==> src/rtl/pipeline_sequencer_pkg.sv <==
// pipeline_ctrl_pkg
// Shared definitions for the pipeline stall/flush sequencer.
//   seq_state_e : sequencer FSM states (RUN, MEM_WAIT)
//   CSEL_*      : encoding of the C_Unit_MUX select into ID/EX
package pipeline_ctrl_pkg;

  typedef enum logic [0:0] {
    RUN      = 1'b0,
    MEM_WAIT = 1'b1
  } seq_state_e;

  // C_Unit_MUX = 1 injects the NOP control word (bubble) into ID/EX.
  localparam logic CSEL_NORMAL = 1'b0;
  localparam logic CSEL_NOP    = 1'b1;

endpackage

==> src/rtl/pipeline_sequencer_if.sv <==
// pipeline_sequencer_if
// Control bus between the hazard/branch/memory sources and the sequencer.
//   master : drives the requests (load_use_hz, branch_taken, mem_req, clr_stats)
//            and observes the pipeline controls and statistics
//   slave  : the sequencer; consumes requests, drives controls and statistics
// Parameter CNT_W sets the width of the statistics counters.
interface pipeline_sequencer_if #(
  parameter int CNT_W = 16
);
  logic             load_use_hz;
  logic             branch_taken;
  logic             mem_req;
  logic             clr_stats;
  logic             PC_ld;
  logic             IF_ID_ld;
  logic             IF_ID_clr;
  logic             ID_EX_ld;
  logic             C_Unit_MUX;
  logic             EX_MEM_ld;
  logic             MEM_WB_ld;
  logic             mem_busy;
  logic [CNT_W-1:0] stall_cycles;
  logic [CNT_W-1:0] flush_count;

  modport master (
    output load_use_hz, branch_taken, mem_req, clr_stats,
    input  PC_ld, IF_ID_ld, IF_ID_clr, ID_EX_ld, C_Unit_MUX,
           EX_MEM_ld, MEM_WB_ld, mem_busy, stall_cycles, flush_count
  );

  modport slave (
    input  load_use_hz, branch_taken, mem_req, clr_stats,
    output PC_ld, IF_ID_ld, IF_ID_clr, ID_EX_ld, C_Unit_MUX,
           EX_MEM_ld, MEM_WB_ld, mem_busy, stall_cycles, flush_count
  );
endinterface

==> src/rtl/pipeline_sequencer_sat_counter.sv <==
// sat_counter
// W-bit up counter that sticks at all-ones; a synchronous clear wins over
// an increment in the same cycle.
//   clk, rst : clock, asynchronous active-high reset
//   clr      : synchronous clear
//   inc      : count this cycle
//   q        : current count
module sat_counter #(
  parameter int W = 16
) (
  input  logic         clk,
  input  logic         rst,
  input  logic         clr,
  input  logic         inc,
  output logic [W-1:0] q
);

  // Saturating count register.
  always_ff @(posedge clk or posedge rst) begin
    if (rst) begin
      q <= '0;
    end else if (clr) begin
      q <= '0;
    end else if (inc && (q != {W{1'b1}})) begin
      q <= q + W'(1);
    end else begin
      q <= q;
    end
  end

endmodule

==> src/rtl/pipeline_sequencer.sv <==
// pipeline_sequencer
// Central stall/flush controller for the 5-stage pipeline. Merges the
// load-use stall, the taken-branch flush and multi-cycle data-memory waits
// into PC / pipeline-register load and flush controls, and keeps saturating
// stall and flush statistics.
//   CLK, RST : clock, asynchronous active-high reset
//   bus      : pipeline_sequencer_if.slave (requests in, controls/stats out)
// Parameters: MEM_LAT (data-memory latency, >=1; 1 disables waiting),
//             CNT_W (statistics counter width, must match bus CNT_W).
module pipeline_sequencer
  import pipeline_ctrl_pkg::*;
#(
  parameter int MEM_LAT = 2,
  parameter int CNT_W   = 16
) (
  input logic                 CLK,
  input logic                 RST,
  pipeline_sequencer_if.slave bus
);

  localparam int                WCNT_W    = (MEM_LAT > 2) ? $clog2(MEM_LAT) : 1;
  localparam bit                WAIT_EN   = (MEM_LAT >= 2);
  // The cycle that enters MEM_WAIT is already the first frozen cycle.
  localparam logic [WCNT_W-1:0] WCNT_LOAD = WCNT_W'((MEM_LAT >= 2) ? (MEM_LAT - 2) : 0);

  seq_state_e        state_q, state_d;
  logic [WCNT_W-1:0] wcnt_q, wcnt_d;

  logic freeze_s;
  logic pc_ld_s, ifid_ld_s, ifid_clr_s, idex_ld_s, csel_s;
  logic exmem_ld_s, memwb_ld_s, busy_s;

  // Freeze: a new memory access in RUN, or a wait that is not yet finished.
  // The release cycle (MEM_WAIT, wcnt=0) ignores mem_req.
  always_comb begin
    freeze_s = 1'b0;
    if (WAIT_EN) begin
      if (state_q == RUN) begin
        freeze_s = bus.mem_req;
      end else begin
        freeze_s = (wcnt_q != '0);
      end
    end else begin
      freeze_s = 1'b0;
    end
  end

  // Pipeline controls: freeze overrides everything, then load-use, then branch.
  always_comb begin
    pc_ld_s    = 1'b1;
    ifid_ld_s  = 1'b1;
    ifid_clr_s = 1'b0;
    idex_ld_s  = 1'b1;
    csel_s     = CSEL_NORMAL;
    exmem_ld_s = 1'b1;
    memwb_ld_s = 1'b1;
    busy_s     = 1'b0;
    if (freeze_s) begin
      pc_ld_s    = 1'b0;
      ifid_ld_s  = 1'b0;
      idex_ld_s  = 1'b0;
      exmem_ld_s = 1'b0;
      memwb_ld_s = 1'b0;
      busy_s     = 1'b1;
    end else if (bus.load_use_hz) begin
      // Branch is ignored: it is still held in ID behind the bubble.
      pc_ld_s   = 1'b0;
      ifid_ld_s = 1'b0;
      csel_s    = CSEL_NOP;
    end else if (bus.branch_taken) begin
      ifid_clr_s = 1'b1;
    end else begin
      ifid_clr_s = 1'b0;
    end
  end

  // Next-state and wait-counter logic.
  always_comb begin
    state_d = state_q;
    wcnt_d  = wcnt_q;
    case (state_q)
      RUN: begin
        if (freeze_s) begin
          state_d = MEM_WAIT;
          wcnt_d  = WCNT_LOAD;
        end else begin
          state_d = RUN;
        end
      end
      MEM_WAIT: begin
        if (wcnt_q != '0) begin
          wcnt_d = wcnt_q - WCNT_W'(1);
        end else begin
          state_d = RUN;
        end
      end
      default: begin
        state_d = RUN;
        wcnt_d  = '0;
      end
    endcase
  end

  // FSM state and wait counter registers.
  always_ff @(posedge CLK or posedge RST) begin
    if (RST) begin
      state_q <= RUN;
      wcnt_q  <= '0;
    end else begin
      state_q <= state_d;
      wcnt_q  <= wcnt_d;
    end
  end

  assign bus.PC_ld      = pc_ld_s;
  assign bus.IF_ID_ld   = ifid_ld_s;
  assign bus.IF_ID_clr  = ifid_clr_s;
  assign bus.ID_EX_ld   = idex_ld_s;
  assign bus.C_Unit_MUX = csel_s;
  assign bus.EX_MEM_ld  = exmem_ld_s;
  assign bus.MEM_WB_ld  = memwb_ld_s;
  assign bus.mem_busy   = busy_s;

  sat_counter #(.W(CNT_W)) u_stall_cnt (
    .clk (CLK),
    .rst (RST),
    .clr (bus.clr_stats),
    .inc (busy_s | (csel_s == CSEL_NOP)),
    .q   (bus.stall_cycles)
  );

  sat_counter #(.W(CNT_W)) u_flush_cnt (
    .clk (CLK),
    .rst (RST),
    .clr (bus.clr_stats),
    .inc (ifid_clr_s),
    .q   (bus.flush_count)
  );

endmodule

==> src/flat_wrapper.sv <==
// flat-port wrapper written by rule: the top's interface ports become plain ports
module pipeline_sequencer_flat import pipeline_ctrl_pkg::*;
#(
  parameter int MEM_LAT = 2,
  parameter int CNT_W   = 16
)
  (CLK, RST, bus_load_use_hz, bus_branch_taken, bus_mem_req, bus_clr_stats, bus_PC_ld, bus_IF_ID_ld, bus_IF_ID_clr, bus_ID_EX_ld, bus_C_Unit_MUX, bus_EX_MEM_ld, bus_MEM_WB_ld, bus_mem_busy, bus_stall_cycles, bus_flush_count);
  pipeline_sequencer_if #(.CNT_W(CNT_W)) bus_i ();
  input logic CLK;
  input logic RST;
  input wire logic [$bits(bus_i.load_use_hz)-1:0] bus_load_use_hz;
  input wire logic [$bits(bus_i.branch_taken)-1:0] bus_branch_taken;
  input wire logic [$bits(bus_i.mem_req)-1:0] bus_mem_req;
  input wire logic [$bits(bus_i.clr_stats)-1:0] bus_clr_stats;
  output wire logic [$bits(bus_i.PC_ld)-1:0] bus_PC_ld;
  output wire logic [$bits(bus_i.IF_ID_ld)-1:0] bus_IF_ID_ld;
  output wire logic [$bits(bus_i.IF_ID_clr)-1:0] bus_IF_ID_clr;
  output wire logic [$bits(bus_i.ID_EX_ld)-1:0] bus_ID_EX_ld;
  output wire logic [$bits(bus_i.C_Unit_MUX)-1:0] bus_C_Unit_MUX;
  output wire logic [$bits(bus_i.EX_MEM_ld)-1:0] bus_EX_MEM_ld;
  output wire logic [$bits(bus_i.MEM_WB_ld)-1:0] bus_MEM_WB_ld;
  output wire logic [$bits(bus_i.mem_busy)-1:0] bus_mem_busy;
  output wire logic [$bits(bus_i.stall_cycles)-1:0] bus_stall_cycles;
  output wire logic [$bits(bus_i.flush_count)-1:0] bus_flush_count;
  assign bus_i.load_use_hz = bus_load_use_hz;
  assign bus_i.branch_taken = bus_branch_taken;
  assign bus_i.mem_req = bus_mem_req;
  assign bus_i.clr_stats = bus_clr_stats;
  assign bus_PC_ld = bus_i.PC_ld;
  assign bus_IF_ID_ld = bus_i.IF_ID_ld;
  assign bus_IF_ID_clr = bus_i.IF_ID_clr;
  assign bus_ID_EX_ld = bus_i.ID_EX_ld;
  assign bus_C_Unit_MUX = bus_i.C_Unit_MUX;
  assign bus_EX_MEM_ld = bus_i.EX_MEM_ld;
  assign bus_MEM_WB_ld = bus_i.MEM_WB_ld;
  assign bus_mem_busy = bus_i.mem_busy;
  assign bus_stall_cycles = bus_i.stall_cycles;
  assign bus_flush_count = bus_i.flush_count;
  pipeline_sequencer #(.MEM_LAT(MEM_LAT), .CNT_W(CNT_W)) u_core (.CLK(CLK), .RST(RST), .bus(bus_i));
endmodule
==> config.mk <==
export PLATFORM = sky130hd
export DESIGN_NAME = pipeline_sequencer_flat
export DESIGN_NICKNAME = d
export VERILOG_FILES = /design/src/rtl/pipeline_sequencer_pkg.sv /design/src/rtl/pipeline_sequencer_if.sv /design/src/rtl/pipeline_sequencer_sat_counter.sv /design/src/rtl/pipeline_sequencer.sv /design/src/flat_wrapper.sv
export SDC_FILE = /design/constraint.sdc
export NUM_CORES = 1
export LEC_CHECK = 0
export BUFFER_PORTS_ARGS = -buffer_cell sky130_fd_sc_hd__buf_2
export CAP_MARGIN = 20
export CELL_PAD_IN_SITES_DETAIL_PLACEMENT = 0
export CELL_PAD_IN_SITES_GLOBAL_PLACEMENT = 1
export CORE_MARGIN = 4
export CORE_UTILIZATION = 40
export DETAILED_ROUTE_END_ITERATION = 12
export HOLD_SLACK_MARGIN = 0.08
export PLACE_DENSITY = 0.77
export SLEW_MARGIN = 20
export SYNTH_ARGS = -nofsm -noshare
export SYNTH_HDL_FRONTEND = slang
export SYNTH_SLANG_ARGS = --single-unit
==> constraint.sdc <==
create_clock -name CLK -period 5.6 [get_ports CLK]
set_input_delay 0 -clock CLK [delete_from_list [all_inputs] [get_ports CLK]]
set_output_delay 0 -clock CLK [all_outputs]
set_load 0.005 [all_outputs]
### Yosys cells after proc, flatten, opt, wreduce, memory -nomap -nowiden

Index checks and enable logic that the tools add are counted.

* register bits: 34
* input bits: 6
* output and inout port bits: 40
* word-level logic and storage cells: 35

* add/subtract/negate cells: 3
* equality and inequality tests: 3
* mux-type cells: 19
* bitwise gates (word level): 2
* reductions and logical operators: 4

Operator list (number)
* $mux 16: 4
* $add 16x1->16 const B: 2
* $ne 16x16->1 const B: 2
* $mux 1: 13
* $pmux 1 s2: 2
* $reduce_bool 2->1: 2
* $logic_and 1x1->1: 2
* $ne 2x1->1 const B: 1
* $not 1->1: 1
* $or 1x1->1: 1
* $sub 1x1->1 const B: 1

### Logic depth before layout (Yosys ltp)

Gate-level depths: netlist (run 1).

* depth after elaboration: 6
* mapped depth: 7
* gate-level depth less buffers: 5

### Hierarchy

From an unflattened synthesis (run 1), not the netlist that was laid out.

* cells, all modules: 213
* area total of the unflattened synthesis: 1961.9 um^2

Modules (own cells, without submodules)
* sat_counter: times used 2, cells each 101, area an instance 932.1 um^2, sequential area each 400.4 um^2
* pipeline_sequencer: times used 1, cells each 11, area an instance 97.6 um^2, sequential area each 25.0 um^2

### Least setup slack after synthesis (run 1)

No wires, ideal clock.

* path type: reg2reg
* start point: register u_core.u_flush_cnt.q[0]
* end point: register u_core.u_flush_cnt.q[2]
* library setup time: 0.127 ns
* arrival time: 1.687 ns
* required time: 5.473 ns
* path slack: 3.786 ns
* cell stages (with the launch flop): 6
* path buffers: 0
* clock period less this slack: 1.814 ns
* cells stage by stage: dfrtp_1 -> ha_1 -> nand4_1 -> or4_4 -> nand3_1 -> mux2_1

* cells in the longest elaborated chain, start to end: 3
* elaborated cells between the ends (all ways): 6
* those cells by class: 1 x add/sub; 1 x eq/ne; 2 x mux; 2 x reduce/logical

Ends and longest elaborated chain
* start, declared: RTL line pipeline_sequencer_sat_counter.sv:15 `output logic [W-1:0] q`
* start signal, assigned: RTL line pipeline_sequencer_sat_counter.sv:25 `q <= q + W'(1);`
* start signal, assigned: RTL line pipeline_sequencer_sat_counter.sv:27 `q <= q;`
* $add 16x1->16 or $ne 16x16->1 (tied branches): RTL line pipeline_sequencer_sat_counter.sv:25, pipeline_sequencer_sat_counter.sv:24
* $mux 16 or $logic_and 1x1->1 (tied branches): RTL line pipeline_sequencer_sat_counter.sv:24 `end else if (inc && (q != {W{1'b1}})) begin`
* $mux 16 or $reduce_bool 2->1 (tied branches)

Parallel ways exist; a longest one is shown, timed or not. The select of a mux whose other input is x is not followed.
A chain may end at the register's enable or synchronous reset.

### Final worst setup path (run 1)

* start point: register u_core.u_stall_cnt.q[0]
* end point: register u_core.u_stall_cnt.q[15]

* cells in the longest elaborated chain, start to end: 3
* elaborated cells between the ends (all ways): 6
* those cells by class: 1 x add/sub; 1 x eq/ne; 2 x mux; 2 x reduce/logical

Ends and longest elaborated chain (RTL line)
* start, declared: pipeline_sequencer_sat_counter.sv:15
* start signal, assigned: pipeline_sequencer_sat_counter.sv:25
* start signal, assigned: pipeline_sequencer_sat_counter.sv:27
* $add 16x1->16 or $ne 16x16->1 (tied branches): pipeline_sequencer_sat_counter.sv:25, pipeline_sequencer_sat_counter.sv:24
* $mux 16 or $logic_and 1x1->1 (tied branches): pipeline_sequencer_sat_counter.sv:24
* $mux 16 or $reduce_bool 2->1 (tied branches)

Parallel ways exist; a longest one is shown, timed or not. The select of a mux whose other input is x is not followed.

==> reports/qor.txt, run 1 <==
worst-path fanout max: 18
top cells by area, synth: dfrtp_1, o31ai_1, a21oi_1
Max Slew Vio Count: 0
CP Launch Type: register
r2r startpoint: u_core.u_stall_cnt.q[0]
Num CTS Buffers: 5
f_max: 451 MHz
Antenna Nets Post-Route: 0
Max-cap violations: 0
total number of vias: 1856
Leak: 1.07 nW
CP cell instances: ha_1 > nand4_1 > nor4_4 > and4bb_1 > mux2_1
first-pass GRT wire length: 8.54 mm
total power: 0.515 mW
clock skew: 0.00488 ns
initial antenna violation count: 0
Syn Nets: 224
Post-DP HPWL: 3.45 mm
RSZ-0062 raised after global routing: false
fin cells: 326
Max stage delay on crit path: 0.69 ns
Cell variety after synth: 37
# DRC: 0
Area after DPL: 2260 µm²
Min-Delay Startpoint: bus_mem_req
CTS tree: done
Reg clk slew, reported paths: 0.07 ns
Period Utilization, post-route: 39.6%
relative slew slack: 45.0%
fill count: 476
Sink Count: 33
Yosys top cell area share: 41.2%
flops & latches, synth: 33
Layout Utilization: 49.8%
Die Wd: 78.8 µm
Post-CTS Setup Inserts: 0
Tmin final: 2.22 ns
Core Rows: 25
H-tree level count: 2
vias in the first global route: 1713
leading area contributor after synthesis: dfrtp_1
Post-synth EDFFs: 0
die area: 6200 µm²
clk_lat worst skew: 0.29 ns
total gr overflow: 0
Cell Count Post-Placement: 317
GP Congestion: 0.815
fraction of synthesis flops using an asynchronous set or reset pin: 100%
final worst slack: 3.38 ns
CP startpoint: u_core.u_stall_cnt.q[0]
n_diodes: 0
drt pass-1 iters: 4
met3 Track Usage GR: 4.99%
initial drt markers: 101
Syn Area/Cell: 9.27 µm²
wire length per cell: 15.3 µm
WP data required: 5.78 ns
Mapped Area: 2000 µm²
Least-Margin Pin Slew: 0.818 ns
Synth Instances: 216
WS Path Type: reg -> reg
Design Area, Final: 2380 µm²
Pwr per Cell Area: 216 nW/µm²
Global Route met2 Usage: 27.6%
sequential fraction of the synthesis area: 41.2%
TNS Setup: 0 ns
I/O pins: 46
share of layout cells above drive strength 1: 27.4%
met1 Usage GRT: 22.6%
Place WS: 3.38 ns
GRT Overall Usage: 17.3%
CP endpoint kind: register
CTS Buffer Depth: 2
GR peak layer: met2
die height: 78.8 µm
IO Port Bufs: 45
Post-synth top flop: dfrtp_1
CP max-delay cell: nor4_4
family with the most delay on the worst path: simple AND/OR/NAND/NOR gates
Initial Util: 41.9%
CP arrival: 2.39 ns
largest net degree at the start of global routing: 42
YS warnings: 0
buffers and inverters on the worst path: 0
Fin. Hold Viols: 0
Peak VDD IR: 0.125 mV
nets: 266
Hold WS: 0.198 ns
outcome: finished clean
Total Wirelength: 4.99 mm
Hold WC Path Type: in -> reg
Area growth syn-to-layout: 19.1%
routed vias/inst: 5.69
Root Buffer: clkbuf_8
# setup viols final: 0
core footprint: 4790 µm²
==> worst min-delay path, stage by stage <==
cell and delay [ns]:
buf_2 0.08, nand2b_1 0.20, inv_2 0.16
==> Yosys cell counts, types with 6 or more instances <==
library cell	instances
o31ai_1	15
dfrtp_1	33
nor2b_1	10
nand2_1	14
nor2_1	10
nor4_1	6
mux2_2	6
o21ai_0	6
nand3_1	16
a21oi_1	22
or3_1	6
or4_1	14
nand4_1	6
==> logic make-up (layout without fill, tap and decap cells) <==
family | Yosys count | after routing | share of synthesized area, %
adder cells (fa/ha/maj) | 2 | 2 | 1.25
AND/OR/NAND/NOR | 105 | 105 | 33.0
AO/OA/AOI/OAI | 48 | 48 | 15.1
multiplexers | 9 | 9 | 5.06
buffers and inverters | 19 | 62 | 4.37
flip-flops | 33 | 33 | 41.2
==> sequential cells by signal, indices dropped and copies added (netlist names) <==
| signal | count |
|---|---|
| u_core.u_stall_cnt.q | 16 |
| u_core.state_q | 1 |
| u_core.u_flush_cnt.q | 16 |
==> metal layers <==
metal  routed length, µm  vias to the layer above
met4                  63                        0
met2                2360                       43
li1                    -                      912
met1                2290                      895
met3                 274                        6
met5                   0                        -
==> cells in the final DEF, fill, tap and decap left out, drive strengths merged, types with 5 or more instances in the layout <==
cell / instances
nand2: 14
nor4: 8
nor2: 10
buf: 46
nand4: 9
inv: 7
clkbuf: 7
or4: 15
or3: 6
nand3: 16
o21ai: 6
a21oi: 22
dfrtp: 33
nor2b: 10
o31ai: 15
mux2: 9
nor3: 5
==> area by class of cell <==
cell class	count	area (µm²)	share of cell area (%)
Clock buffer	7	86.3	3.62
Clock inverter	1	30.0	1.26
Inverter	7	26.3	1.10
Multi-Input combinational cell	164	1090	45.7
Sequential cell	33	826	34.6
Tap cell	67	83.8	3.52
Timing Repair Buffer	47	243	10.2
==> repair_timing <==
| action | in CTS | in global routing |
|---|---|---|
| gates resized for setup | 0 | 0 |
| hold endpoints to repair | 33 | 0 |
| hold buffers | 1 | 0 |
==> power by group <==
group          total [mW]  switching (mW)  internal, mW
clock network       0.238          0.0933         0.145
logic              0.0330          0.0220        0.0110
registers           0.244         0.00301         0.241
==> final timing paths <==
check                                           endpoint  slack, ns  depth (start not counted)
worst min register to register   u_core.u_stall_cnt.q[4]       0.60                          2
worst max register to register  u_core.u_stall_cnt.q[15]       3.38                          5
worst min-delay path                      u_core.state_q       0.20                          3
worst max-delay path            u_core.u_stall_cnt.q[15]       3.38                          5
min in group asynchronous        u_core.u_stall_cnt.q[2]       0.34                          4
max in group asynchronous       u_core.u_stall_cnt.q[14]       4.94                          4
(Power assumes the default switching activity.)
==> inputs of run 2 (changes only) <==
CORE_UTILIZATION = 36   (was 40)
PLACE_DENSITY = 0.73   (was 0.77)
clock period = 2 ns   (was 5.6 ns; I/O delays follow)
==> run 2 against run 1 <==
Compared with the run above: combinational power grew to 3.1 times the previous value; first-iteration DRC count is 28% lower; highest routed layer unchanged; largest cell class unchanged; critical path depth stayed put.
==> reports/qor.txt, run 2 (synthesized netlist as in run 1, its figures left out) <==
Reg clk slew, reported paths: 0.07 ns
Max Slew Vio Count: 0
Initial Util: 38.2%
Leak: 1.13 nW
r2r startpoint: u_core.u_stall_cnt.q[1]
Fin. Hold Viols: 0
worst-path fanout max: 5
Area growth syn-to-layout: 23.5%
Largest regs: u_core.u_flush_cnt.q: 16 flops, u_core.u_stall_cnt.q: 16 flops, u_core.state_q: 1 flops
Place WS: 0.137 ns
wire length per cell: 15.2 µm
initial antenna violation count: 0
Hold Crit Endpoint: u_core.u_stall_cnt.q[5]
Die Wd: 82.6 µm
r2r worst-path depth: 5
Tmin final: 1.88 ns
die area: 6820 µm²
H-tree level count: 2
TNS Setup: 0 ns
CTS tree: done
vias in the first global route: 1806
n_diodes: 0
die height: 82.6 µm
total power: 1.31 mW
share of layout cells above drive strength 1: 30.8%
Period Utilization, post-route: 93.8%
total gr overflow: 0
first-pass GRT wire length: 8.57 mm
CP endpoint kind: register
Max-cap violations: 0
f_max: 533 MHz
reg-to-reg endpoint: u_core.u_stall_cnt.q[2]
Sink Count: 33
CP Launch Type: register
GRT Overall Usage: 16.2%
Seq pwr share: 52.2%
WS Path Type: reg -> reg
Peak VDD IR: 0.255 mV
switching pwr: 0.320 mW
Num CTS Buffers: 5
Pwr per Cell Area: 528 nW/µm²
CTS Buffer Depth: 2
internal power: 0.986 mW
Total Wirelength: 5.21 mm
Root Buffer: clkbuf_8
total number of vias: 1931
most frequent cells in the layout: buf_2, dfrtp_1, a21oi_1
FF-to-FF setup slack: 0.12 ns
Min-Delay Startpoint: bus_clr_stats
GP Congestion: 0.862
clock skew: 0.00763 ns
drt pass-1 iters: 4
# DRC: 0
I/O pins: 46
routed vias/inst: 5.63
outcome: finished clean
Antenna Nets Post-Route: 0
final worst slack: 0.124 ns
# setup viols final: 0
largest net degree at the start of global routing: 34
Hold WC Path Type: in -> reg
relative slew slack: 58.3%
Post-DP HPWL: 3.72 mm
most common cell after layout, fill and taps aside: buf_2
Core Rows: 26
initial drt markers: 73
clock share of power: 40.0%
RSZ-0062 raised after global routing: false
nets: 281
IO Port Bufs: 45
CP arrival: 2.04 ns
clk_lat worst skew: 0.28 ns
WP data required: 2.17 ns
core footprint: 5240 µm²
Least-Margin Pin Slew: 0.625 ns
combinational share of power: 7.9%
Sw Share: 24.5%
hold path depth: 2
## run 2: cell count changes in the layout (fill, tap and decap cells not counted)
| cell | delta |
|---|---|
| bufinv_16 | -1 |
| buf_4 | +14 |
| dlygate4sd3_1 | +1 |
## run 2: worst max-delay path, stage by stage (launching register included)
cell	delay, ns
dfrtp_1	0.40
ha_1	0.21
nand4_1	0.18
or4_1	0.54
nand3_1	0.11
mux2_2	0.32
## run 2: power by group through the flow
| stage | Combinational (mW) | Sequential, mW | Clock, mW |
|---|---|---|---|
| 6_report | 0.103 | 0.681 | 0.522 |
| 5_1_grt | 0.116 | 0.682 | 0.564 |
| 4_1_cts | 0.104 | 0.681 | 0.540 |
| 3_5_place_dp | 0.101 | 0.694 | 0 |
| 3_3_place_gp | 0.102 | 0.694 | 0 |
| 2_1_floorplan | 0.0588 | 0.695 | 0 |
## run 2: worst max-delay path by stage
stage          cells past startpoint  slack [ns]                    start                        to
6_report                           5        0.12  u_core.u_stall_cnt.q[1]   u_core.u_stall_cnt.q[2]
3_5_place_dp                       5        0.14  u_core.u_stall_cnt.q[1]   u_core.u_stall_cnt.q[2]
4_1_cts                            5        0.12  u_core.u_stall_cnt.q[1]   u_core.u_stall_cnt.q[2]
5_1_grt                            5      0.0007  u_core.u_stall_cnt.q[1]  u_core.u_stall_cnt.q[14]
3_3_place_gp                       5        0.18  u_core.u_stall_cnt.q[2]   u_core.u_stall_cnt.q[7]
2_1_floorplan                      5        0.19  u_core.u_flush_cnt.q[0]   u_core.u_flush_cnt.q[2]
## run 2: timing repair
action | CTS | global route
setup buffers | 0 | 0
hold endpoints to repair | 34 | 0
resized for setup | 0 | 0
setup endpoints to repair | 0 | 0
hold buffers | 2 | 0
## run 2: per-stage QoR
stage	hold slack, ns	cells	cell area (µm²)	util, %
2_1_floorplan	0.110	216	2000	-
3_3_place_gp	0.117	334	2370	45.2
3_5_place_dp	0.121	334	2370	45.2
4_1_cts	0.245	343	2470	47.2
5_1_grt	0.281	343	2470	47.2
6_report	0.259	343	2470	47.2
## run 2: metal layers
layer	wire length, µm	global-route usage (%)
met1	2430	21.0
met2	2460	26.6
met3	284	4.23
met4	34	4.25
met5	0	0
## run 2: final cells by class
type,count,area [µm²]
Sequential cell,33,826
Timing Repair Buffer,62,358
Multi-Input combinational cell,164,1090
Clock buffer,7,86.3
Fill cell,538,2760
Tap cell,70,87.6
Inverter,7,26.3
